**config.mk**
```make
export PLATFORM = sky130hd
export DESIGN_NAME = psram_bist
export DESIGN_NICKNAME = d
export VERILOG_FILES = /design/src/rtl/gm64_pkg.sv /design/src/rtl/bist_pattern_gen.sv /design/src/rtl/psram_bist.sv
export SDC_FILE = /design/constraint.sdc
export NUM_CORES = 1
export LEC_CHECK = 0
export CORE_MARGIN = 4
export CORE_UTILIZATION = 50
export DETAILED_ROUTE_END_ITERATION = 8
export GPL_ROUTABILITY_DRIVEN = 1
export HOLD_SLACK_MARGIN = 0.06
export MAX_ROUTING_LAYER = met4
export PLACE_DENSITY_LB_ADDON = 0.25
export SLEW_MARGIN = 20
export SYNTH_ARGS = -nofsm -noshare
export SYNTH_HDL_FRONTEND = slang
export SYNTH_SLANG_ARGS = --single-unit
```
**constraint.sdc**
```tcl
create_clock -name clk -period 4.4 [get_ports clk]
set_input_delay 0.88 -clock clk [delete_from_list [all_inputs] [get_ports clk]]
set_output_delay 0.88 -clock clk [all_outputs]
set_load 0.005 [all_outputs]
```
**src/rtl/gm64_pkg.sv**
```systemverilog
// Shared types for the PSRAM self-test: sequencer states, pattern modes and
// the memCtrl idle state encoding that the top level decodes into i_ramIdle.
package gm64_pkg;

  typedef enum logic [2:0] {
    StIdle,
    StWrReq,
    StWrWait,
    StSettle,
    StRdReq,
    StRdWait,
    StCheck,
    StDone
  } bist_state_e;

  typedef enum logic [1:0] {
    PAT_CONST = 2'd0,
    PAT_ADDR  = 2'd1,
    PAT_WALK  = 2'd2,
    PAT_LFSR  = 2'd3
  } pat_mode_e;

  localparam int unsigned MemStateW = 3;
  localparam logic [MemStateW-1:0] MemStateIdle = 3'd0;

endpackage

```
**src/rtl/bist_pattern_gen.sv**
```systemverilog
// Test pattern source; one LFSR is shared by the write and read phases so the
// read phase regenerates exactly the sequence that was written.
module bist_pattern_gen
  import gm64_pkg::*;
#(
  parameter int unsigned       DATA_W    = 8,
  parameter int unsigned       SH_W      = 3,
  parameter logic [DATA_W-1:0] LFSR_TAPS = DATA_W'(8'hB8)
) (
  input  logic              clk,
  input  logic              rst_n,
  input  pat_mode_e         mode,
  input  logic [DATA_W-1:0] seed,
  input  logic [SH_W-1:0]   index,
  input  logic [DATA_W-1:0] address,
  input  logic              load,
  input  logic              advance,
  output logic [DATA_W-1:0] pattern
);

  logic [DATA_W-1:0] lfsr_q, lfsr_d, lfsr_cur;

  // load bypasses the register so the first word of a phase already sees the seed
  always_comb begin
    lfsr_cur = lfsr_q;
    if (load) lfsr_cur = (seed == '0) ? DATA_W'(1) : seed;
    lfsr_d = lfsr_cur;
    if (advance) lfsr_d = (lfsr_cur >> 1) ^ (lfsr_cur[0] ? LFSR_TAPS : '0);
  end

  always_ff @(posedge clk or negedge rst_n) begin
    if (!rst_n) lfsr_q <= DATA_W'(1);
    else        lfsr_q <= lfsr_d;
  end

  always_comb begin
    pattern = seed;
    unique case (mode)
      PAT_CONST: pattern = seed;
      PAT_ADDR:  pattern = address ^ seed;
      PAT_WALK:  pattern = (seed << index) | (seed >> (DATA_W - 32'(index)));
      PAT_LFSR:  pattern = lfsr_cur;
      default:   pattern = seed;
    endcase
  end

endmodule

```
**src/rtl/psram_bist.sv**
```systemverilog
// PSRAM self-test sequencer: write a pattern window, settle, read back and
// compare for a number of passes, driving memCtrl's request interface.
module psram_bist
  import gm64_pkg::*;
#(
  parameter int unsigned       ADDR_W         = 24,
  parameter int unsigned       DATA_W         = 8,
  parameter logic [ADDR_W-1:0] START_ADDR     = ADDR_W'(24'h001000),
  parameter int unsigned       LENGTH         = 256,
  parameter int unsigned       SETTLE_CYCLES  = 50000,
  parameter int unsigned       NUM_PASSES     = 1,
  parameter int unsigned       TIMEOUT_CYCLES = 1024,
  parameter logic [DATA_W-1:0] LFSR_TAPS      = DATA_W'(8'hB8)
) (
  input  logic              clk,
  input  logic              reset,
  input  logic              i_start,
  input  logic [1:0]        i_mode,
  input  logic [DATA_W-1:0] i_seed,
  input  logic              i_bank,
  output logic              o_cs,
  output logic              o_write,
  output logic [ADDR_W-1:0] o_address,
  output logic              o_bank,
  output logic [DATA_W-1:0] o_dataToWrite,
  input  logic [DATA_W-1:0] i_dataRead,
  input  logic              i_busy,
  input  logic              i_dataReady,
  input  logic              i_ramIdle,
  output logic              o_running,
  output logic              o_done,
  output logic              o_pass,
  output logic              o_timeout,
  output logic [15:0]       o_errCount,
  output logic [ADDR_W-1:0] o_firstErrAddr,
  output logic [DATA_W-1:0] o_firstErrData
);

  localparam int unsigned       ShW     = $clog2(DATA_W);
  localparam logic [ADDR_W-1:0] LastIdx = ADDR_W'(LENGTH - 1);

  bist_state_e       state_q, state_d;
  pat_mode_e         mode_q;
  logic [ADDR_W-1:0] index_q, index_d, addr_q, ferr_addr_q;
  logic [DATA_W-1:0] seed_q, wdata_q, rdata_q, ferr_data_q, pattern;
  logic [31:0]       cnt_q, pass_q;
  logic [15:0]       err_q;
  logic bank_q, cs_q, write_q, busy_seen_q, timeout_q;
  logic start, req_ok, issue, last_idx, more_pass, wr_done, rd_ok;
  logic settle_done, waiting, tmo_hit, abort, pass_roll, load, advance, mismatch;

  assign start       = i_start && (state_q == StIdle || state_q == StDone);
  assign req_ok      = i_ramIdle && !i_busy;
  assign issue       = req_ok && (state_q == StWrReq || state_q == StRdReq);
  assign last_idx    = (index_q == LastIdx);
  assign more_pass   = (pass_q < NUM_PASSES - 1);
  assign wr_done     = (state_q == StWrWait) && busy_seen_q && !i_busy;
  assign rd_ok       = i_dataReady && !i_busy;
  assign settle_done = (cnt_q + 32'd1 >= SETTLE_CYCLES);
  assign waiting     = (state_q == StWrReq) || (state_q == StWrWait) ||
                       (state_q == StRdReq) || (state_q == StRdWait);
  assign tmo_hit     = waiting && (cnt_q + 32'd1 >= TIMEOUT_CYCLES);
  assign pass_roll   = (state_q == StCheck) && last_idx && more_pass;
  assign load        = (state_q == StWrReq || state_q == StRdReq) && (index_q == '0);
  assign advance     = wr_done || (state_q == StCheck);
  assign mismatch    = (rdata_q != pattern);

  bist_pattern_gen #(
    .DATA_W    (DATA_W),
    .SH_W      (ShW),
    .LFSR_TAPS (LFSR_TAPS)
  ) u_pattern_gen (
    .clk     (clk),
    .rst_n   (reset),
    .mode    (mode_q),
    .seed    (seed_q),
    .index   (index_q[ShW-1:0]),
    .address (addr_q[DATA_W-1:0]),
    .load    (load),
    .advance (advance),
    .pattern (pattern)
  );

  always_ff @(posedge clk or negedge reset) begin
    if (!reset) state_q <= StIdle;
    else        state_q <= state_d;
  end

  always_comb begin
    state_d = state_q;
    abort   = 1'b0;
    unique case (state_q)
      StIdle, StDone: if (start) state_d = StWrReq;
      StWrReq:  if (req_ok) state_d = StWrWait;
                else if (tmo_hit) abort = 1'b1;
      StWrWait: if (wr_done) state_d = last_idx ? StSettle : StWrReq;
                else if (tmo_hit) abort = 1'b1;
      StSettle: if (settle_done) state_d = StRdReq;
      StRdReq:  if (req_ok) state_d = StRdWait;
                else if (tmo_hit) abort = 1'b1;
      StRdWait: if (rd_ok) state_d = StCheck;
                else if (tmo_hit) abort = 1'b1;
      StCheck:  if (!last_idx) state_d = StRdReq;
                else if (more_pass) state_d = StWrReq;
                else state_d = StDone;
      default:  state_d = StIdle;
    endcase
    if (abort) state_d = StDone;
  end

  always_comb begin
    index_d = index_q;
    if (start) index_d = '0;
    else if (wr_done || state_q == StCheck) index_d = last_idx ? '0 : index_q + 1'b1;
  end

  always_ff @(posedge clk or negedge reset) begin
    if (!reset) begin
      mode_q      <= PAT_CONST;
      index_q     <= '0;
      addr_q      <= START_ADDR;
      seed_q      <= '0;
      bank_q      <= 1'b0;
      pass_q      <= '0;
      cnt_q       <= '0;
      cs_q        <= 1'b1;
      write_q     <= 1'b0;
      wdata_q     <= '0;
      rdata_q     <= '0;
      busy_seen_q <= 1'b0;
      err_q       <= '0;
      ferr_addr_q <= '0;
      ferr_data_q <= '0;
      timeout_q   <= 1'b0;
    end else begin
      index_q <= index_d;
      addr_q  <= START_ADDR + index_d;
      cs_q    <= 1'b1;
      if (state_d != state_q) cnt_q <= '0;
      else if (waiting || state_q == StSettle) cnt_q <= cnt_q + 32'd1;
      if (start) begin
        mode_q      <= pat_mode_e'(i_mode);
        seed_q      <= i_seed;
        bank_q      <= i_bank;
        pass_q      <= '0;
        err_q       <= '0;
        ferr_addr_q <= '0;
        ferr_data_q <= '0;
        timeout_q   <= 1'b0;
      end
      if (pass_roll) begin
        pass_q <= pass_q + 32'd1;
        seed_q <= ~seed_q;
      end
      if (issue) begin
        cs_q        <= 1'b0;
        write_q     <= (state_q == StWrReq);
        busy_seen_q <= 1'b0;
        if (state_q == StWrReq) wdata_q <= pattern;
      end
      if (state_q == StWrWait && i_busy) busy_seen_q <= 1'b1;
      if (state_q == StRdWait && rd_ok) rdata_q <= i_dataRead;
      if (state_q == StCheck && mismatch) begin
        if (err_q != 16'hFFFF) err_q <= err_q + 16'd1;
        if (err_q == '0) begin
          ferr_addr_q <= addr_q;
          ferr_data_q <= rdata_q;
        end
      end
      if (abort) timeout_q <= 1'b1;
    end
  end

  always_comb begin
    o_running = !(state_q == StIdle || state_q == StDone);
    o_done    = (state_q == StDone);
    o_pass    = o_done && (err_q == '0) && !timeout_q;
  end

  assign o_cs           = cs_q;
  assign o_write        = write_q;
  assign o_address      = addr_q;
  assign o_bank         = bank_q;
  assign o_dataToWrite  = wdata_q;
  assign o_timeout      = timeout_q;
  assign o_errCount     = err_q;
  assign o_firstErrAddr = ferr_addr_q;
  assign o_firstErrData = ferr_data_q;

endmodule

```
After elaboration in Yosys (flattened, before gate mapping). Cells that the tools add are included.

Flip-flop bits (word level): 202. Input port bits: 25. Output and inout port bits: 87. Logic and storage cells: 128.

$add $sub $neg: 6. Order comparisons: 3. Equal/unequal tests: 14. Shifts and indexed selects: 2. Muxes and demuxes: 44. Bitwise gates (word level): 4. Reductions and logical operators: 37.

Operators by type and width (number): 24-bit 2-to-1 mux (6); 32-bit 2-to-1 mux (4); 8-bit 2-to-1 mux (9); 32-bit by 1-bit adder with 32-bit output (second input constant) (2); 16-bit 2-to-1 mux (3); 32-bit by 11-bit greater-or-equal comparator with 1-bit output (second input constant) (1); 32-bit by 16-bit greater-or-equal comparator with 1-bit output (second input constant) (1); 32-bit by 1-bit less-than comparator with 1-bit output (second input constant) (1); 8-bit case mux with 4 select lines (1); 8-bit by 32-bit right shift with 8-bit output (1); 3-bit 2-to-1 mux (9); 13-bit by 24-bit adder with 24-bit output (first input constant) (1); 24-bit by 1-bit adder with 24-bit output (second input constant) (1); 24-bit by 8-bit == test with 1-bit output (second input constant) (1); 24-bit logical NOT (1); 3-bit case mux with 7 select lines (1); 16-bit by 1-bit adder with 16-bit output (second input constant) (1); 16-bit logical NOT (1); 16-bit != test (second input constant) (1); 1-bit logical AND (15); 3-bit == test (second input constant) (4); 1-bit 2-to-1 mux (9); 8-bit logical NOT (1); 8-bit != test (1); 20 further kinds (34).

Logic depth before layout (Yosys ltp).
Word-level depth: 11. Gate-level depth with buffers: 18. Mapped depth without buffers: 17.

Cells and area by module. A second synthesis with hierarchy kept.

Cell total of the unflattened synthesis: 1020. Area, all modules: 9562.9 um^2.

Modules (own cells, without submodules): psram_bist (instances 1, cells each 842, area each 8139.1 um^2, seq. area each 3756.1 um^2); bist_pattern_gen (instances 1, cells each 178, area each 1423.9 um^2, seq. area each 201.4 um^2).

Least setup slack after synthesis. No wires, ideal clock.

Path type: reg-to-reg. Start: reg addr_q[0], in the netlist o_address[0]. End: reg err_q[15], in the netlist o_errCount[15]. Library setup time: 0.070 ns. Arrival time: 3.487 ns. Required time: 4.330 ns. Slack: 0.843 ns. Stages on the path, launching flop included: 15. Buffers on the path: 2. Clock period less this slack: 3.557 ns. Cell sequence: dfrtp_1 -> buf_2 -> clkinv_1 -> ha_1 -> buf_2 -> mux2i_1 -> o22ai_1 -> a2111oi_0 -> nand2b_1 -> mux2i_1 -> nor2_1 -> nand4_1 -> nor2_2 -> or4b_2 -> nand3_1.

Cells in the longest elaborated chain, start to end: 5.

Ends and longest elaborated chain: start, declared (line psram_bist.sv:44) `logic [ADDR_W-1:0] index_q, index_d, addr_q, ferr_addr_q;`; start signal, assigned (line psram_bist.sv:137) `addr_q <= START_ADDR + index_d;`; 8-bit bitwise XOR (line bist_pattern_gen.sv:40) `PAT_ADDR: pattern = address ^ seed;`; 8-bit case mux with 4 select lines (line bist_pattern_gen.sv:38) `unique case (mode)`; 8-bit != test (line psram_bist.sv:66) `assign mismatch = (rdata_q != pattern);`; 1-bit logical AND (line psram_bist.sv:163) `if (state_q == StCheck && mismatch) begin`; 16-bit 2-to-1 mux (line psram_bist.sv:163); end signal, assigned (line psram_bist.sv:164) `if (err_q != 16'hFFFF) err_q <= err_q + 16'd1;`; end, declared (line psram_bist.sv:47) `logic [15:0] err_q;`.

No other way between the ends. A chain may end at the register's enable or synchronous reset.

==> metrics.csv <==
stage,metric,value,unit
cts,Max Buffers Root-to-Sink,2,
setup_path,worst r2r src,o_address[0],
floorplanning,die area,21300,um^2
cells_and_area,"commonest cells after routing, fill and taps aside","dfrtp_1 (155), nand2_1 (140), nor2_1 (112)",
sta,Fin. Hold Viols,0,
yosys,Yosys warnings,0,
cts,CTS Buf Count,17,
sta,setup violators final,0,
placement,Placer Congestion,0.961,
route,drt total wl,25800,um
yosys,synthesized netlist cell count,1084,
sta,Least-Margin Pin Slew,0.807,ns
sta,Final TNS setup,0,ns
route,Initial DRC Count,626,
cells_and_area,P&R area growth vs syn,20.0,%
yosys,Post-synth EDFFs,0,
sta,"Slew Viols, Final",0,
hold_path,Worst Hold Path EP,o_dataToWrite[6],
global_route,first-pass GRT wire length,42800,um
floorplanning,I/O pins,112,
cells_and_area,"most common cell after layout, fill and taps aside",dfrtp_1,
cts,worst-skew pair later-pin latency,0.43,ns
pwr,P per Cell Area,531,nW/um^2
sta,Final Cycle Share,89.0,%
cts,Root Driver,clkbuf_16,
cts,CTS tree,built,
cells_and_area,post-route cell area,11400,um^2
floorplanning,Site Rows,50,
setup_path,critical-path cell list,buf_4 -> ha_1 -> nand3_1 -> or4_4 -> or2_1 -> nor2_1 -> nand2_1 -> xor2_1 -> or2_1 -> inv_1 -> ha_1 -> inv_1 -> or4_1 -> nor3_1 -> xor2_1,
cts,clock slew seen by the registers of the worst setup and hold paths,0.07,ns
route,Routed Antenna Nets,0,
setup_path,critical path depth in cells,15,
global_route,GR Util All Layers,25.2,%
setup_path,Max stage delay on crit path,0.62,ns
route,vias,8352,
setup_path,CP endpoint kind,flop,
hold_path,Hold Path Stages,2,
global_route,vias in the first global route,8100,
global_route,Overflow after GRT,0,
outcome,status,completed,
yosys,Mean Syn Cell Area,8.78,um^2
route,drt pass-1 iters,5,
cells_and_area,fillers,1621,
floorplanning,chip width,146,um
cells_and_area,multi-input logic area,5030,um^2
setup_path,R2R Setup Slk,0.49,ns
flow_run,maxcap violations,0,
pwr,Leakage,4.78,nW
cells_and_area,n_diodes,0,
hold_path,worst hold-check path type,reg -> reg,
yosys,fraction of registers with async set/reset,100,%
hold_path,min-delay src,o_dataToWrite[6],
yosys,Mapped Area,9520,um^2
floorplanning,Initial Utilization,50.9,%
yosys,post-synthesis register bit count,158,
setup_path,Slowest cell on crit path,or4_1,
setup_path,RR Endpoint,o_address[20],
cts,Post-CTS Hold Buffers,0,
cells_and_area,nets,1213,
sta,Final Skew,0.00906,ns
setup_path,startpoint types,flop,
cts,H-tree depth,4,
setup_path,WS Path Type,reg -> reg,
global_route,pin count of the biggest net entering global routing,91,
sta,minimum clock period,3.91,ns
route,Routed wire per std cell,18.1,um
cells_and_area,register area,3960,um^2
floorplanning,die height,146,um
setup_path,worst path bufs/invs,3,
pwr,Worst VDD drop,321,uV
cells_and_area,share of cells above drive strength 1,8.89,%
sta,Peak Freq,0.256,GHz
floorplanning,core area,18700,um^2
setup_path,r2r worst-path depth,15,
sta,slew margin rel.,46.2,%
setup_path,Critical Path AT,4.26,ns
yosys,part of the Yosys area used for sequential elements,41.6,%
sta,RSZ-0062 raised after global routing,false,
cts,CTS sink cnt,158,
route,DRC Markers,0,
global_route,initial antenna violation count,0,
setup_path,worst endpoint required time,4.75,ns
yosys,Yosys cell types,84,
placement,Placed Area,10900,um^2
setup_path,"delay-heaviest family, CP",simple AND/OR/NAND/NOR gates,
setup_path,CP Max Fanout,22,
yosys,synthesized net count,1117,
route,via density per instance,5.85,
yosys,Most used DFF post-synth,dfrtp_1,
placement,port bufs,111,
placement,post-detail-place hpwl,18600,um
[kinds of logic after synthesis]
group	Yosys count	share of synthesized area, %
AND/OR/NAND/NOR	461	23.9
multiplexers	71	7.62
AO/OA/AOI/OAI	187	13.1
adder cells (fa/ha/maj)	8	1.05
buffers and inverters	122	5.72
XOR/XNOR	77	7.08
flip-flops	158	41.6
[metal layers]
| metal | up-vias | global-route usage, % | wire length [um] |
|---|---|---|---|
| met5 | - | - | 0 |
| met4 | 0 | 7.53 | 498 |
| met3 | 46 | 4.76 | 1470 |
| met2 | 281 | 38.1 | 11900 |
| met1 | 4041 | 34.9 | 11900 |
| li1 | 3984 | - | - |
[cells in the mapped netlist, types with 22 or more instances]
library cell	n	share of area (%)
a21oi_1	32	1.7
and3_1	22	1.4
clkbuf_1	33	1.3
dfrtp_1	155	41
inv_1	52	2.1
mux2i_1	59	6.2
nand2_1	140	5.5
nand3_1	46	2.4
nor2_1	113	4.5
nor3_1	31	1.6
o21ai_0	59	3.1
xnor2_1	44	4.0
xor2_1	33	3.0
[what timing repair did]
item,4_1_cts,5_1_grt
setup buffers,0,0
hold endpoints to repair,0,0
gates resized for setup,0,1
endpoints found under the setup margin,0,11
[worst reg2reg max path: stages (launching register included)]
cell and delay, ns:
dfrtp_1 0.35, buf_4 0.27, ha_1 0.26, nand3_1 0.12, or4_4 0.52, or2_1 0.33
nor2_1 0.18, nand2_1 0.08, xor2_1 0.17, or2_1 0.24, inv_1 0.08, ha_1 0.14
inv_1 0.09, or4_1 0.62, nor3_1 0.21, xor2_1 0.18
[metrics by stage]
step / hold slack (ns) / worst slack, ns / instances / total power (W) / utilization [%]
after floorplan: 0.470 / 0.843 / 1084 / 0.00364 / -
after global placement: 0.465 / 0.324 / 1395 / 0.00462 / 58.0
after detailed placement: 0.470 / 0.257 / 1395 / 0.00461 / 58.0
after CTS: 0.485 / 0.411 / 1427 / 0.00605 / 61.1
after global routing: 0.517 / 0.112 / 1427 / 0.00645 / 61.1
final: 0.482 / 0.486 / 1427 / 0.00607 / 61.1
[registers in the layout, indices dropped and copies added, names as in the netlist, 12 cells and up]
register and cells:
cnt_q 32, index_q 12, o_address 24, o_errCount 16, o_firstErrAddr 24
[how the worst max path moves through the flow]
stage	start	to	slack, ns
finish	o_address[0]	o_address[20]	0.49
global route	o_address[1]	o_firstErrAddr[1]	0.11
CTS	o_address[1]	o_errCount[9]	0.41
detailed placement	i_busy	o_address[20]	0.26
global placement	i_busy	o_address[20]	0.32
floorplan	o_address[0]	o_errCount[15]	0.84
[report_power, final]
part | switching [W] | internal [W] | leakage, nW | total [W]
Clock | 0.000666 | 0.000759 | 0.269 | 0.00142
Combinational | 0.00162 | 0.00106 | 2.38 | 0.00268
Sequential | 0.000279 | 0.00169 | 2.13 | 0.00196
[layout make-up]
cell class                 count  area share, %
multi-input combinational    804           44.1
sequential                   158           34.6
timing repair buffer         143           11.9
clock buffer                  18           3.84
tap                          234           2.56
inverter                      56           1.84
clock inverter                14           1.08
No activity file was read; power rests on OpenSTA's default activity.
